<file path="src/rtl/daddr9_encoder_pkg.sv">
// Shared constants and the packed D-format word layout for the DAddr9 encoder.
package daddr_enc_pkg;

  localparam int OPC_LSB   = 21;
  localparam int DADDR_LSB = 12;
  localparam int RN_LSB    = 5;
  localparam int DADDR_W   = 9;

  localparam logic [10:0] OPC_STUR = 11'h7C0;
  localparam logic [10:0] OPC_LDUR = 11'h7C2;

  typedef struct packed {
    logic [10:0]        opcode;
    logic [DADDR_W-1:0] daddr;
    logic [1:0]         op2;
    logic [4:0]         rn;
    logic [4:0]         rt;
  } dform_t;

endpackage

</file>
<file path="src/rtl/daddr9_encoder_se_fit_check.sv">
// Narrows a 64-bit signed offset to the 9-bit DAddr9 field and flags whether it fits.
// Build option DADDR9_SAT_EN: out-of-range offsets clamp to 9'h0FF / 9'h100 instead of truncating.
module se_fit_check
  import daddr_enc_pkg::*;
(
  input  logic [63:0]        offset,
  output logic               fits,
  output logic [DADDR_W-1:0] field
);

  // Bits 63:8 must all equal the 9-bit field's sign bit for the value to survive narrowing.
  assign fits = (&offset[63:8]) | ~(|offset[63:8]);

`ifdef DADDR9_SAT_EN
  always_comb begin
    field = offset[DADDR_W-1:0];
    if (!fits) field = offset[63] ? 9'h100 : 9'h0FF;
  end
`else
  assign field = offset[DADDR_W-1:0];
`endif

endmodule

</file>
<file path="src/rtl/daddr9_encoder.sv">
// Two-stage LDUR/STUR encoder: S1 holds the request and fit flag, S2 holds the packed word.
// Out-of-range field handling follows the DADDR9_SAT_EN build option inside se_fit_check.
module daddr9_encoder
  import daddr_enc_pkg::*;
#(
  parameter int ERRCNT_W = 16
) (
  input  logic                clk,
  input  logic                reset,
  input  logic                in_valid,
  output logic                in_ready,
  input  logic [10:0]         in_opcode,
  input  logic [4:0]          in_rn,
  input  logic [4:0]          in_rt,
  input  logic [63:0]         in_offset,
  output logic                out_valid,
  input  logic                out_ready,
  output logic [31:0]         out_instr,
  output logic                out_oor,
  output logic [ERRCNT_W-1:0] err_count
);

  logic               fits;
  logic [DADDR_W-1:0] field;

  se_fit_check u_fit (
    .offset (in_offset),
    .fits   (fits),
    .field  (field)
  );

  logic               s1_valid;
  logic               s1_fits;
  logic [10:0]        s1_opcode;
  logic [DADDR_W-1:0] s1_field;
  logic [4:0]         s1_rn;
  logic [4:0]         s1_rt;
  logic               s2_adv;
  logic               s1_adv;
  dform_t             word;

  assign s2_adv   = !out_valid || out_ready;
  assign s1_adv   = !s1_valid || s2_adv;
  assign in_ready = s1_adv && !reset;

  assign word = '{opcode: s1_opcode, daddr: s1_field, op2: 2'b00, rn: s1_rn, rt: s1_rt};

  always_ff @(posedge clk) begin
    if (reset) begin
      s1_valid  <= 1'b0;
      s1_fits   <= 1'b0;
      s1_opcode <= '0;
      s1_field  <= '0;
      s1_rn     <= '0;
      s1_rt     <= '0;
      out_valid <= 1'b0;
      out_instr <= '0;
      out_oor   <= 1'b0;
      err_count <= '0;
    end else begin
      if (s1_adv) begin
        s1_valid <= in_valid;
        if (in_valid) begin
          s1_fits   <= fits;
          s1_opcode <= in_opcode;
          s1_field  <= field;
          s1_rn     <= in_rn;
          s1_rt     <= in_rt;
        end
      end
      if (s2_adv) begin
        out_valid <= s1_valid;
        if (s1_valid) begin
          out_instr <= word;
          out_oor   <= !s1_fits;
        end
      end
      // Counts delivered words only, so a stalled out-of-range word is counted once.
      if (out_valid && out_ready && out_oor && !(&err_count))
        err_count <= err_count + 1'b1;
    end
  end

endmodule

</file>
<file path="config.mk">
export PLATFORM = sky130hd
export DESIGN_NAME = daddr9_encoder
export DESIGN_NICKNAME = d
export VERILOG_FILES = /design/src/rtl/daddr9_encoder_pkg.sv /design/src/rtl/daddr9_encoder_se_fit_check.sv /design/src/rtl/daddr9_encoder.sv
export SDC_FILE = /design/constraint.sdc
export NUM_CORES = 1
export LEC_CHECK = 0
export ABC_AREA = 1
export CORE_MARGIN = 2
export CORE_UTILIZATION = 47
export CTS_CLUSTER_SIZE = 16
export DETAILED_ROUTE_END_ITERATION = 10
export GPL_TIMING_DRIVEN = 0
export PLACE_DENSITY = 0.95
export SETUP_SLACK_MARGIN = 0.4
export SYNTH_ARGS = -nofsm -noshare
export SYNTH_HDL_FRONTEND = slang
export SYNTH_SLANG_ARGS = --single-unit
</file>
<file path="constraint.sdc">
create_clock -name clk -period 3.3 [get_ports clk]
set_input_delay 0.33 -clock clk [delete_from_list [all_inputs] [get_ports clk]]
set_output_delay 0.33 -clock clk [all_outputs]
set_load 0.1 [all_outputs]
</file>
==> results of run 1 <==
layout make-up:
type / count / area share (%)
Sequential cell: 80 / 30.3
Multi-Input combinational cell: 392 / 32.8
Buffer: 24 / 2.11
Timing Repair Buffer: 136 / 25.8
Clock buffer: 10 / 2.61
Inverter: 34 / 2.42
Tap cell: 99 / 2.35
Clock inverter: 5 / 1.54
through the flow:
stage / cells / power, mW
floorplan: 530 / 1.40
global placement: 765 / 1.60
detailed placement: 765 / 1.61
CTS: 780 / 2.38
global route: 780 / 2.47
finish: 780 / 2.37
registers in the layout (all words and copies together), names as in the netlist:
signal,count
out_instr,30
s1_valid,1
s1_rn,5
out_oor,1
out_valid,1
s1_fits,1
s1_rt,5
s1_opcode,11
s1_field,9
err_count,16
critical path, delay by kind of cell:
family | cells | cell delay, ps
buffers and inverters | 6 | 1930
AND/OR/NAND/NOR | 1 | 70
cells in the final DEF (no fill, tap or decap), drive strengths merged, types with 3 or more instances in the layout:
cell           instances
nand2                 89
nor2                 190
o21ai                 68
clkbuf                26
nand4                  9
clkdlybuf4s50        136
buf                    8
nor3                   3
inv                   34
dfxtp                 80
a21oi                 15
nand3                 13
layer usage:
| metal | track usage (%) | up-vias | wire length [um] |
|---|---|---|---|
| met5 | 0 | - | 0 |
| met4 | 9.09 | 0 | 199 |
| met3 | 5.39 | 18 | 627 |
| met2 | 46.9 | 138 | 5070 |
| met1 | 23.6 | 1749 | 3670 |
| li1 | - | 1959 | - |
power groups by stage:
stage	clock network, mW	registers (mW)	logic, mW
2_1_floorplan	0	1.26	0.142
3_3_place_gp	0	1.07	0.529
3_5_place_dp	0	1.07	0.540
4_1_cts	0.792	1.05	0.542
5_1_grt	0.841	1.06	0.576
6_report	0.783	1.05	0.539
synth_stat cells:
cell | count | share of area, %
a21oi_1 | 8 | 1.1
a21oi_2 | 7 | 1.7
buf_2 | 5 | 0.70
buf_4 | 2 | 0.42
buf_6 | 1 | 0.32
clkbuf_1 | 16 | 1.7
conb_1 | 1 | 0.11
dfxtp_1 | 80 | 45
ha_1 | 1 | 0.35
inv_1 | 32 | 3.4
inv_2 | 2 | 0.21
nand2_1 | 83 | 8.7
nand2_2 | 6 | 1.1
nand3_1 | 11 | 1.5
nand3_2 | 2 | 0.56
nand4_1 | 9 | 1.6
nor2_1 | 186 | 20
nor2_2 | 1 | 0.18
nor2_4 | 3 | 0.95
nor3_1 | 2 | 0.28
nor3_2 | 1 | 0.28
o21ai_0 | 65 | 9.1
o21ai_1 | 1 | 0.14
o21ai_2 | 1 | 0.25
o21ai_4 | 1 | 0.46
xor2_1 | 2 | 0.49
kinds of logic (layout without fill, tap and decap cells):
group                    after synthesis  count (layout)  share of synthesized area (%)
AND/OR/NAND/NOR                      304             304                           34.7
AO/OA/AOI/OAI                         83              83                           12.8
flip-flops                            80              80                           44.9
buffers and inverters                 58             209                           6.69
XOR/XNOR                               2               2                          0.491
adder cells (fa/ha/maj)                1               1                          0.350
other                                  1               2                          0.105
worst paths after layout:
check	start	end	slack [ps]	depth (start not counted)
worst min-delay path	reset	err_count[0]	350	2
worst max-delay path	reset	in_ready	630	7
worst min register to register	s1_fits	out_oor	460	1
worst max register to register	err_count[0]	err_count[2]	1630	9
==> metrics.cfg, run 1 <==
[run_status]
status = completed

[floorplan]
rows = 31
start_util_pct = 49.0
core_sq_um = 7290
die-area_sq_um = 8310
pin_count = 140
chipHeight_um = 91.2
die_x_um = 91.2

[drt]
wl_per_cell_um = 12.3
ant_nets = 0
first_pass_iters = 4
vias_per_cell = 4.95
vias = 3864
drcViolationCount = 0
drtIter0Drc = 144
routed_wl_um = 9560

[timing]
clock_skew_ps = 11.4
worst_pin_slew_ps = 1000
rsz0062_at_grt = false
max_freq_ghz = 0.374
slew_viol_final = 0
post-route-min-period_ps = 2670
hold_viol = 0
relSlewSlack_pct = 32.9
fin_hold_ws_ps = 346
setup_viol = 0
setup_ws_ps = 628
setup-tns-final_ps = 0
period_share_pct = 81.0

[cells_and_area]
area_growth_pct = 47.8
multi_input_area_sq_um = 1730
num_antenna_cells = 0
final_util_pct = 72.4
fin_nets = 767
fin_area_sq_um = 5280
drive_above_1_share_pct = 6.90
fill_cells = 606
seqCellArea_sq_um = 1600

[cts]
clk_latency_ps = 340
cts_hold_buf = 0
path_clk_slew_ps = 80
post_cts_buffers = 0
cts-buffers-inserted = 9
cts_resized = 0
cts_sinks = 80
cts_tree = done
root_buffer = clkbuf_8
ctsHtreeMaxLevel = 3
cts_buffer_depth = 2

[setup_path]
cp.required_ps = 2970
critPathSlowestCell = clkdlybuf4s50_1
path_class = input pin to output pin
path_max_fanout = 10
worst_ep_arrival_time_ps = 2340
setup.worst_path.start_class = input pin
cp_cell_sequence = clkbuf_1, inv_1, buf_2, buf_2, nand2_1, inv_1, clkdlybuf4s50_1
critical_path.max_stage_delay_ps = 1120
endpoint_kind = output pin

[power_and_ir_drop]
power.net_switching_uw = 719
p_sw_share_pct = 30.3
p_int_mw = 1.65
combinationalPowerShare_pct = 22.7
power_density_nw_per_um2 = 450
p_leak_nw = 2.08
seqPwrFrac_pct = 44.2
p_clk_share_pct = 33.0
max-vdd-ir-drop_v = 0.000260

[flow_run]
cap_violations = 0

[global_routing]
grtUsageTotal_pct = 23.7
antenna_found_initial = 0
grt_max_degree = 14
grt_overflow = 0
grt_pass1_vias = 3878
grt_pass1_wl_um = 16200

[placement]
place_area_sq_um = 5060
hpwl_um = 7690
port_buffers = 136
gp_congestion = 0.895
pre_cts_ws_ps = 613

[synth]
ys_seq_area_share_pct = 44.9
yosys_register_bits = 80
syn-instance-count = 529
yosys_warnings = 0
syn_area_per_cell_sq_um = 6.75
syn_area_sq_um = 3570
yosysUniqueCellTypes = 26

[hold_path]
hp-class = input pin to register

Note: power is estimated with default switching activity, not from simulation.
==> inputs of run 2 (changes only) <==
- CORE_UTILIZATION: 47 -> 44
- PLACE_DENSITY: 0.95 -> 0.92
- clock period: 3.3 -> 2.6 ns (I/O delays scaled with it)
==> metrics.cfg, run 2 (synthesized netlist as in run 1, its figures left out) <==
[power_and_ir_drop]
max-vdd-ir-drop_v = 0.000356
p_leak_nw = 2.21
power_density_nw_per_um2 = 562

[cells_and_area]
num_antenna_cells = 0
regMostFlops = out_instr
layout_commonest_cell = nor2_1
final_util_pct = 67.5
area_growth_pct = 47.7
reg_top3 = out_instr x30, err_count x16, s1_opcode x11
mostFrequentLayoutCells = nor2_1, clkdlybuf4s50_1, nand2_1, dfxtp_1, o21ai_0
seqCellArea_sq_um = 1600
multi_input_area_sq_um = 1730
fill_cells = 665
largest_reg_flops = 30
drive_above_1_share_pct = 7.48
fin_nets = 767

[floorplan]
die_x_um = 94.1
pin_count = 140
core_sq_um = 7810
chipHeight_um = 94.1
rows = 32
die-area_sq_um = 8850
start_util_pct = 45.7

[global_routing]
grtUsageTotal_pct = 21.7
grt_overflow = 0
top_usage_layer = met2
grt_max_degree = 17
use_met2_pct = 40.7
met1_usage_pct = 23.4
met3_usage_pct = 6.42
antenna_found_initial = 0
grt_pass1_wl_um = 15200
grt_pass1_vias = 3537

[drt]
drcViolationCount = 0
ant_nets = 0
first_pass_iters = 4
routed_wl_um = 9390
drtIter0Drc = 147
wl_per_cell_um = 12.0
vias_per_cell = 4.81
vias = 3768

[timing]
hold_viol = 0
max_freq_ghz = 0.467
setup_viol = 0
slew_viol_final = 0
period_share_pct = 82.4
worst_pin_slew_ps = 1020
rsz0062_at_grt = false
clock_skew_ps = 11.1
post-route-min-period_ps = 2140
relSlewSlack_pct = 31.7
setup-tns-final_ps = 0

[setup_path]
crit_cells = 1
path_class = register to output pin
crit_family = buffers and inverters
r2r_cells = 9
endpoint_kind = output pin
cp-endpoint = out_oor
cp_cell_sequence = clkdlybuf4s50_1
critPathBufInv = 1
setup.worst_path.start = out_oor
critical_path.max_stage_delay_ps = 1170
worst_ep_arrival_time_ps = 1880
r2r-end = err_count[9]
setup.worst_path.start_class = register
rr_startpoint = err_count[0]
cp.required_ps = 2340
path_max_fanout = 3
worst-r2r-setup-slack_ps = 930
critPathSlowestCell = clkdlybuf4s50_1

[cts]
cts-buffers-inserted = 9
cts_sinks = 80
path_clk_slew_ps = 90
cts_tree = done
cts_buffer_depth = 2
ctsHtreeMaxLevel = 3
clk_latency_ps = 350
root_buffer = clkbuf_8
post_cts_buffers = 0

[run_status]
status = completed

[hold_path]
hp-class = input pin to register

[placement]
gp_congestion = 0.843
port_buffers = 136
hpwl_um = 7540

[flow_run]
cap_violations = 0

## run 2: area by class of cell
| type | instances | share of cell area, % |
|---|---|---|
| clock inverters | 7 | 1.61 |
| well taps | 102 | 2.42 |
| repair buffers | 136 | 25.8 |
| multi-input cells | 392 | 32.9 |
| flip-flops and latches | 80 | 30.4 |
| plain buffers | 24 | 2.11 |
| clock buffers | 9 | 2.35 |
| inverters | 34 | 2.42 |
## run 2: how the worst min path moves through the flow
stage | from | to | depth (start not counted)
after floorplan | s1_fits | out_oor | 1
after global placement | s1_fits | out_oor | 1
after detailed placement | s1_fits | out_oor | 1
after CTS | reset | err_count[0] | 2
after global routing | reset | err_count[0] | 2
final | reset | err_count[0] | 2
## run 2: timing repair
item,in CTS,in global routing
gates resized for setup,8,7
cloned,0,0
pin swaps,0,0
hold buffers,0,0
endpoints found under the setup margin,8,6
## run 2: power by group
part,switching (mW),total (mW),internal (mW)
logic,0.442,0.683,0.240
registers,0.0352,1.33,1.29
clock network,0.488,0.952,0.464
total,0.966,2.97,2.00
## run 2: routing by layer
| layer | share of wire (%) | up-vias |
|---|---|---|
| met5 | 0 | - |
| met2 | 52 | 128 |
| met1 | 40 | 1663 |
| met3 | 6.9 | 11 |
| li1 | - | 1966 |
| met4 | 1.1 | 0 |
## run 2: through the flow
step | setup WS, ps | area, sq um | hold slack (ps) | total power, mW | cells
floorplan | 526 | 3580 | 406 | 1.78 | 530
global placement | 71.5 | 5060 | 450 | 2.03 | 768
detailed placement | 61.3 | 5060 | 448 | 2.04 | 768
CTS | 339 | 5260 | 269 | 2.98 | 784
global route | 404 | 5270 | 306 | 3.10 | 784
finish | 457 | 5270 | 292 | 2.97 | 784
